**src/rtl/mc_ctrl_fsm.sv**
```systemverilog
// ---------------------------------------------------------------------------
// mc_ctrl_fsm
//   Main control FSM for the multicycle ARM datapath. It drives every datapath
//   control strobe from the current state. It supports variable-latency memory
//   through MemReady wait states. A wait that runs too long ends in a sticky
//   FAULT state. It also has a multi-cycle multiplier path for Op=2'b11.
//
// Parameters
//   MUL_LAT      cycles spent in MULEX before MULWB (1..15)
//   MEM_TIMEOUT  wait cycles allowed in FETCH/MEMREAD/MEMWRITE before FAULT
//                (0 disables the timeout, legal 0..255)
//
// Optional feature
//   LONG_MUL_EN  when defined, a long multiply (is_long sampled in DECODE)
//                adds a MULWBHI writeback cycle with WriteHi=1. When undefined,
//                MULWBHI is unreachable, is_long is ignored and WriteHi stays 0.
//
// Ports
//   clk, reset             rising-edge clock, asynchronous active-high reset
//   Op, Funct              instr[27:26], instr[25:20] (Funct[5]=I, Funct[0]=L)
//   is_long                long multiply request (LONG_MUL_EN only)
//   MemReady               memory completes the access this cycle
//   IRWrite .. ALUOp       datapath control strobes
//   MulStart               one-cycle multiplier start pulse
//   WriteHi                writeback targets RdHi
//   Fault                  high while in FAULT
//   state_o                current state encoding (debug)
// ---------------------------------------------------------------------------
module mc_ctrl_fsm #(
  parameter int MUL_LAT     = 3,
  parameter int MEM_TIMEOUT = 15
) (
  input  logic       clk,
  input  logic       reset,
  input  logic [1:0] Op,
  input  logic [5:0] Funct,
  input  logic       is_long,
  input  logic       MemReady,
  output logic       IRWrite,
  output logic       AdrSrc,
  output logic [1:0] ALUSrcA,
  output logic [1:0] ALUSrcB,
  output logic [1:0] ResultSrc,
  output logic       NextPC,
  output logic       RegW,
  output logic       MemW,
  output logic       Branch,
  output logic       ALUOp,
  output logic       MulStart,
  output logic       WriteHi,
  output logic       Fault,
  output logic [3:0] state_o
);

  localparam logic [3:0] S_FETCH    = 4'd0;
  localparam logic [3:0] S_DECODE   = 4'd1;
  localparam logic [3:0] S_MEMADR   = 4'd2;
  localparam logic [3:0] S_MEMREAD  = 4'd3;
  localparam logic [3:0] S_MEMWB    = 4'd4;
  localparam logic [3:0] S_MEMWRITE = 4'd5;
  localparam logic [3:0] S_EXECUTER = 4'd6;
  localparam logic [3:0] S_EXECUTEI = 4'd7;
  localparam logic [3:0] S_ALUWB    = 4'd8;
  localparam logic [3:0] S_BRANCH   = 4'd9;
  localparam logic [3:0] S_MULEX    = 4'd10;
  localparam logic [3:0] S_MULWB    = 4'd11;
  localparam logic [3:0] S_MULWBHI  = 4'd12;
  localparam logic [3:0] S_FAULT    = 4'd13;

  // Last value of each counter before it moves on. When the wait counter
  // would reach MEM_TIMEOUT without MemReady, the FSM leaves for FAULT.
  // So a wait state lasts at most MEM_TIMEOUT cycles.
  localparam logic [3:0] MUL_LAST   = 4'(MUL_LAT - 1);
  localparam logic [7:0] WAIT_LAST  = 8'(MEM_TIMEOUT - 1);
  localparam bit         TIMEOUT_EN = (MEM_TIMEOUT != 0);

  logic [3:0]  state, state_nxt;
  logic [7:0]  wait_cnt, wait_cnt_nxt;
  logic [3:0]  mul_cnt, mul_cnt_nxt;
  logic        wait_expired;
  logic [12:0] ctrl;

  function automatic logic in_wait(input logic [3:0] s);
    return (s == S_FETCH) || (s == S_MEMREAD) || (s == S_MEMWRITE);
  endfunction

  // MemReady takes priority: an access that completes in the timeout
  // cycle still takes the normal transition.
  assign wait_expired = TIMEOUT_EN && (wait_cnt == WAIT_LAST);

`ifdef LONG_MUL_EN
  logic long_q;

  always_ff @(posedge clk or posedge reset) begin
    if (reset)
      long_q <= 1'b0;
    else if (state == S_DECODE)
      long_q <= is_long;
  end
`else
  logic unused_is_long;
  assign unused_is_long = is_long;
`endif

  logic unused_funct;
  assign unused_funct = ^Funct[4:1];

  always_comb begin
    state_nxt = S_FETCH;
    case (state)
      S_FETCH:
        if (MemReady)          state_nxt = S_DECODE;
        else if (wait_expired) state_nxt = S_FAULT;
        else                   state_nxt = S_FETCH;
      S_DECODE:
        case (Op)
          2'b00:   state_nxt = Funct[5] ? S_EXECUTEI : S_EXECUTER;
          2'b01:   state_nxt = S_MEMADR;
          2'b10:   state_nxt = S_BRANCH;
          default: state_nxt = S_MULEX;
        endcase
      S_MEMADR:   state_nxt = Funct[0] ? S_MEMREAD : S_MEMWRITE;
      S_MEMREAD:
        if (MemReady)          state_nxt = S_MEMWB;
        else if (wait_expired) state_nxt = S_FAULT;
        else                   state_nxt = S_MEMREAD;
      S_MEMWB:    state_nxt = S_FETCH;
      S_MEMWRITE:
        if (MemReady)          state_nxt = S_FETCH;
        else if (wait_expired) state_nxt = S_FAULT;
        else                   state_nxt = S_MEMWRITE;
      S_EXECUTER: state_nxt = S_ALUWB;
      S_EXECUTEI: state_nxt = S_ALUWB;
      S_ALUWB:    state_nxt = S_FETCH;
      S_BRANCH:   state_nxt = S_FETCH;
      S_MULEX:    state_nxt = (mul_cnt == MUL_LAST) ? S_MULWB : S_MULEX;
`ifdef LONG_MUL_EN
      S_MULWB:    state_nxt = long_q ? S_MULWBHI : S_FETCH;
`else
      S_MULWB:    state_nxt = S_FETCH;
`endif
      S_MULWBHI:  state_nxt = S_FETCH;
      S_FAULT:    state_nxt = S_FAULT;
      default:    state_nxt = S_FETCH;
    endcase
  end

  always_comb begin
    wait_cnt_nxt = wait_cnt;
    if (in_wait(state_nxt) && (state_nxt != state))
      wait_cnt_nxt = '0;
    else if (in_wait(state)) begin
      if (MemReady)
        wait_cnt_nxt = '0;
      else if (wait_cnt != 8'hFF)
        wait_cnt_nxt = wait_cnt + 8'd1;
    end

    mul_cnt_nxt = mul_cnt;
    if ((state_nxt == S_MULEX) && (state != S_MULEX))
      mul_cnt_nxt = '0;
    else if (state == S_MULEX)
      mul_cnt_nxt = mul_cnt + 4'd1;
  end

  always_ff @(posedge clk or posedge reset) begin
    if (reset) begin
      state    <= S_FETCH;
      wait_cnt <= '0;
      mul_cnt  <= '0;
    end else begin
      state    <= state_nxt;
      wait_cnt <= wait_cnt_nxt;
      mul_cnt  <= mul_cnt_nxt;
    end
  end

  // ctrl = {NextPC,Branch,MemW,RegW,IRWrite,AdrSrc,ResultSrc,ALUSrcA,ALUSrcB,ALUOp}
  always_comb begin
    ctrl = '0;
    case (state)
      S_FETCH: begin
        ctrl = 13'b0_0_0_0_0_0_10_01_10_0;
        // IR latch and PC increment happen only in the cycle the fetch
        // completes, so a stalled fetch advances the PC exactly once.
        if (MemReady) begin
          ctrl[12] = 1'b1;
          ctrl[8]  = 1'b1;
        end
      end
      S_DECODE:             ctrl = 13'b0_0_0_0_0_0_10_01_10_0;
      S_MEMADR:             ctrl = 13'b0_0_0_0_0_0_00_00_01_0;
      S_MEMREAD:            ctrl = 13'b0_0_0_0_0_1_00_00_00_0;
      S_MEMWB:              ctrl = 13'b0_0_0_1_0_0_01_00_00_0;
      S_MEMWRITE:           ctrl = 13'b0_0_1_0_0_1_00_00_00_0;
      S_EXECUTER:           ctrl = 13'b0_0_0_0_0_0_00_00_00_1;
      S_EXECUTEI:           ctrl = 13'b0_0_0_0_0_0_00_00_01_1;
      S_ALUWB:              ctrl = 13'b0_0_0_1_0_0_00_00_00_0;
      S_BRANCH:             ctrl = 13'b0_1_0_0_0_0_10_00_01_0;
      S_MULWB, S_MULWBHI:   ctrl = 13'b0_0_0_1_0_0_11_00_00_0;
      default:              ctrl = '0;
    endcase
  end

  assign {NextPC, Branch, MemW, RegW, IRWrite, AdrSrc,
          ResultSrc, ALUSrcA, ALUSrcB, ALUOp} = ctrl;

  assign MulStart = (state == S_MULEX) && (mul_cnt == 4'd0);
`ifdef LONG_MUL_EN
  assign WriteHi  = (state == S_MULWBHI);
`else
  assign WriteHi  = 1'b0;
`endif
  assign Fault    = (state == S_FAULT);
  assign state_o  = state;

endmodule

```
**config.mk**
```make
export PLATFORM = sky130hd
export DESIGN_NAME = mc_ctrl_fsm
export DESIGN_NICKNAME = d
export VERILOG_FILES = /design/src/rtl/mc_ctrl_fsm.sv
export SDC_FILE = /design/constraint.sdc
export NUM_CORES = 1
export LEC_CHECK = 0
export CAP_MARGIN = 20
export CORE_MARGIN = 5
export CORE_UTILIZATION = 54
export DETAILED_ROUTE_END_ITERATION = 6
export PLACE_DENSITY = 0.85
export SKIP_LAST_GASP = 1
export SLEW_MARGIN = 20
export SYNTH_ARGS = -nofsm -noshare
export SYNTH_HDL_FRONTEND = slang
export SYNTH_SLANG_ARGS = --single-unit
```
**constraint.sdc**
```tcl
create_clock -name clk -period 5.3 [get_ports clk]
set_input_delay 1.06 -clock clk [delete_from_list [all_inputs] [get_ports clk]]
set_output_delay 1.06 -clock clk [all_outputs]
set_load 0.02 [all_outputs]
```
## After elaboration in Yosys (flattened, before gate mapping)

Cells that the tools add are included.
Widths: inputs -> output; s select.

- Bits in registers: 16
- Output and inout bits: 20
- Logic and storage cells: 64

- Add/sub/neg operators: 2
- Equality and inequality tests: 23
- Mux-type cells: 19
- Reductions and logical operators: 17

Operator list:

| kind | count |
|---|---|
| $pmux 13 s11 | 1 |
| $mux 4 | 8 |
| $mux 8 | 4 |
| $pmux 4 s8 | 1 |
| $eq 4x4->1 const B | 7 |
| $eq 4x3->1 const B | 5 |
| $eq 4x2->1 const B | 4 |
| $logic_not 4->1 | 3 |
| $pmux 4 s3 | 1 |
| $add 8x1->8 const B | 1 |
| $eq 8x4->1 const B | 1 |
| $ne 8x8->1 const B | 1 |
| $add 4x1->4 const B | 1 |
| $eq 4x1->1 const B | 1 |
| $logic_or 1x1->1 | 4 |
| $ne 4x4->1 | 1 |
| $ne 4x4->1 const B | 1 |
| $reduce_bool 2->1 | 2 |
| $reduce_or 2->1 | 2 |
| $logic_and 1x1->1 | 3 |
| $mux 1 | 3 |
| $mux 3 | 1 |
| $reduce_bool 3->1 | 1 |
| $eq 2x1->1 const B | 1 |
| other kinds (3) | 3 |

## Longest topological paths before layout

- Word-level depth: 10
- Depth in mapped cells: 9
- Depth with buffers taken out: 8

## Least setup slack after synthesis

No wires, ideal clock.

- Kind: input -> output
- From: input MemReady
- To: output NextPC
- Arrival: 1.716 ns
- Required time: 4.240 ns
- Path slack: 2.524 ns
- Stages on the path: 3
- Path buffers: 2
- Cells stage by stage: buf_2 > and3_1 > buf_4

- Cells in the longest elaborated chain, start to end: 2

RTL lines:

| item | line | RTL |
|---|---|---|
| start, declared | 38 | `input logic MemReady,` |
| $mux 1 | 186 | `if (MemReady) begin` |
| $pmux 13 s11 | 181 | `case (state)` |
| end, declared | 44 | `output logic NextPC,` |

Every way passes these cells.

## Worst setup path in the final report

Ends and elaborated chain as after synthesis.

==> results.toml <==
[drt]
drtAntennaViolNets = 0
vias_per_cell = 6.01
wl_per_cell_um = 14.3
firstDrtPassIters = 4
drc_errors = 0
finalWirelength_um = 2920
drt_iter0_drc = 75
via_count = 1227

[timing]
min_period_ns = 3.74
setup_viol = 0
layout_setup_ws_ns = 1.56
period_share = 0.705
finClkSkew_ns = 0.00888
tns_ns = 0
drv_slew = 0
worst_slew_pin_slew_ns = 0.707
finalHoldViolations = 0
maxSlewHeadroom = 0.528
grt_setup_unrepaired = "false"
max_freq_ghz = 0.268

[layout]
layout-drive-gt1-share = 0.115
syn2layout_area_growth_pct = 17.8
most-common-layout-cells = "clkdlybuf4s50_1 (24), dfrtp_1 (16), nor2_1 (14)"
final_common_cell = "clkdlybuf4s50_1"
nets = 192
fin_area_um2 = 1610
post-route-util = 0.655
antenna_cells = 0

[cts]
cts_buffers = 3
cts-root-buf = "clkbuf_4"
cts_sinks = 16
cts_tree = "done"
postCtsHoldBufs = 0
clk_path_buf_depth = 2
h-tree-depth = 1
cts_resized = 0
clock_latency_ns = 0.30
post-cts-setup-buffers = 0
cts.clk_slew.worst_paths_ns = 0.10

[setup_path]
crit_buf_inv = 2
critical_path.max_stage_delay_ns = 0.71
worstReg2RegStart = "state_o[1]$_DFF_PP0_"
r2r-end = "wait_cnt[3]$_DFFE_PP0P_"
rr_worst_depth = 6
cp_common_cell = "clkdlybuf4s50_1"
worstPathMaxFanout = 10
cp.required_ns = 4.24
crit_path_end_kind = "primary output"
cp.arrival_ns = 2.68
crit_type = "in -> out"
r2r_setup_slack_ns = 2.68
path_cells = "clkdlybuf4s50_1 -> and3_1 -> clkdlybuf4s50_1"
critPathSlowestCell = "clkdlybuf4s50_1"
critPathLaunchType = "input port"
path_delay_family = "buffers and inverters"

[run_status]
status = "finished, final reports clean"

[grt]
gr-usage-all-layers = 0.177
antenna_found_initial = 0
grt_max_degree = 21
gr-total-overflow = 0
grt_pass1_wl_um = 4970
grt_pass1_vias = 1148

[logic_synthesis]
yosys-top-cells-area = "dfrtp_1 (29%), ha_1 (4.6%), o21ai_0 (4.0%)"
synth.top_cell.area_share = 0.293
ys_types = 47
synthFlopType = "dfrtp_1"
synthCells = 157
synth_top_cell_by_area = "dfrtp_1"
yosysWarningCount = 0
syn-cell-area_um2 = 1370
synth_edf_count = 0
ys_seq_elements = 16
synth-seq-area-share = 0.293
ys_async_sr_fraction = 1.00
syn_avg_cell_area_um2 = 8.70

[die]
die_x_um = 60.3
initial_utilization = 0.557
die_h_um = 60.3
pin_count = 32
die_area_um2 = 3640
core-area_um2 = 2450
row_count = 18

[placed_design]
dpl.hpwl_um = 2220
place_area_um2 = 1570
port_buffers = 24
dp_slack_ns = 1.58
place.gp.congestion = 0.822

[pwr]
power.density_nw_per_um2 = 563
peakVddDrop_uv = 373
comb_power_share = 0.645
p_leak_uw = 0.000652
intPower_uw = 454
swShare = 0.499
clkPwrFrac = 0.091
pwr-share-seq = 0.263
switchingPower_uw = 452

[hold_path]
holdPathEnd = "mul_cnt[3]$_DFFE_PP0P_"
min_from = "mul_cnt[3]$_DFFE_PP0P_"
holdCritPathClass = "reg -> reg"
min_path_cells = 1

[run]
maxCapViolCount = 0
## Yosys cell counts, types with 3 or more instances
cell and instances:
a21oi_1 6, dfrtp_1 16, buf_4 4, nor3b_1 3, buf_2 6, nand4_1 3
nand2b_1 3, xor2_1 6, or2_2 4, ha_1 5, xnor2_1 3, a211oi_1 7
nor2_1 14, nand3_1 5, o21ai_0 11, nor2b_1 5, nand2_1 13, inv_1 7
## flip-flops by register name (all words and copies together), names as in the netlist
signal	flops
wait_cnt	8
state_o	4
mul_cnt	4
## worst max-delay path by stage
stage / start / to / slack, ns / cells past startpoint
floorplan: MemReady / NextPC / 2.52 / 3
global placement: MemReady / NextPC / 1.64 / 3
detailed placement: MemReady / NextPC / 1.58 / 3
CTS: MemReady / NextPC / 1.58 / 3
global route: MemReady / NextPC / 1.53 / 3
finish: MemReady / NextPC / 1.56 / 3
## per-layer routing
metal | global-route usage | share of wire | wire length [µm]
met1 | 0.217 | 0.44 | 1290
met5 | 0 | 0 | 0
met4 | 0.0696 | 0.0093 | 27
met2 | 0.310 | 0.49 | 1420
met3 | 0.0259 | 0.061 | 178
## power by group through the flow
| stage | Sequential (µW) | Combinational [µW] | Clock, µW |
|---|---|---|---|
| global placement | 237 | 570 | 0 |
| CTS | 237 | 588 | 84.9 |
| detailed placement | 240 | 586 | 0 |
| floorplan | 201 | 458 | 0 |
| finish | 239 | 585 | 82.9 |
| global route | 249 | 640 | 90.7 |
## logic make-up after synthesis
logic type,Yosys count,share of synthesized area
xor+xnor,10,0.0696
mux,2,0.0147
fa+ha+maj,5,0.0458
other cells,1,0.00274
compound gates,39,0.223
buf+inv,19,0.0742
simple gates,65,0.277
flops,16,0.293
## through the flow
step	power, µW	cells	hold slack [ns]
after global placement	807	200	0.492
after CTS	911	204	0.499
after floorplan	659	158	0.458
after detailed placement	826	200	0.483
final	907	204	0.501
after global routing	980	204	0.519
## layout make-up
| type | instances | area (µm²) |
|---|---|---|
| Clock buffer | 4 | 36.3 |
| Fill cell | 195 | 846 |
| Inverter | 7 | 26.3 |
| Multi-Input combinational cell | 123 | 868 |
| Sequential cell | 16 | 400 |
| Tap cell | 30 | 37.5 |
| Timing Repair Buffer | 24 | 240 |
Note: power is estimated with default switching activity, not from simulation.
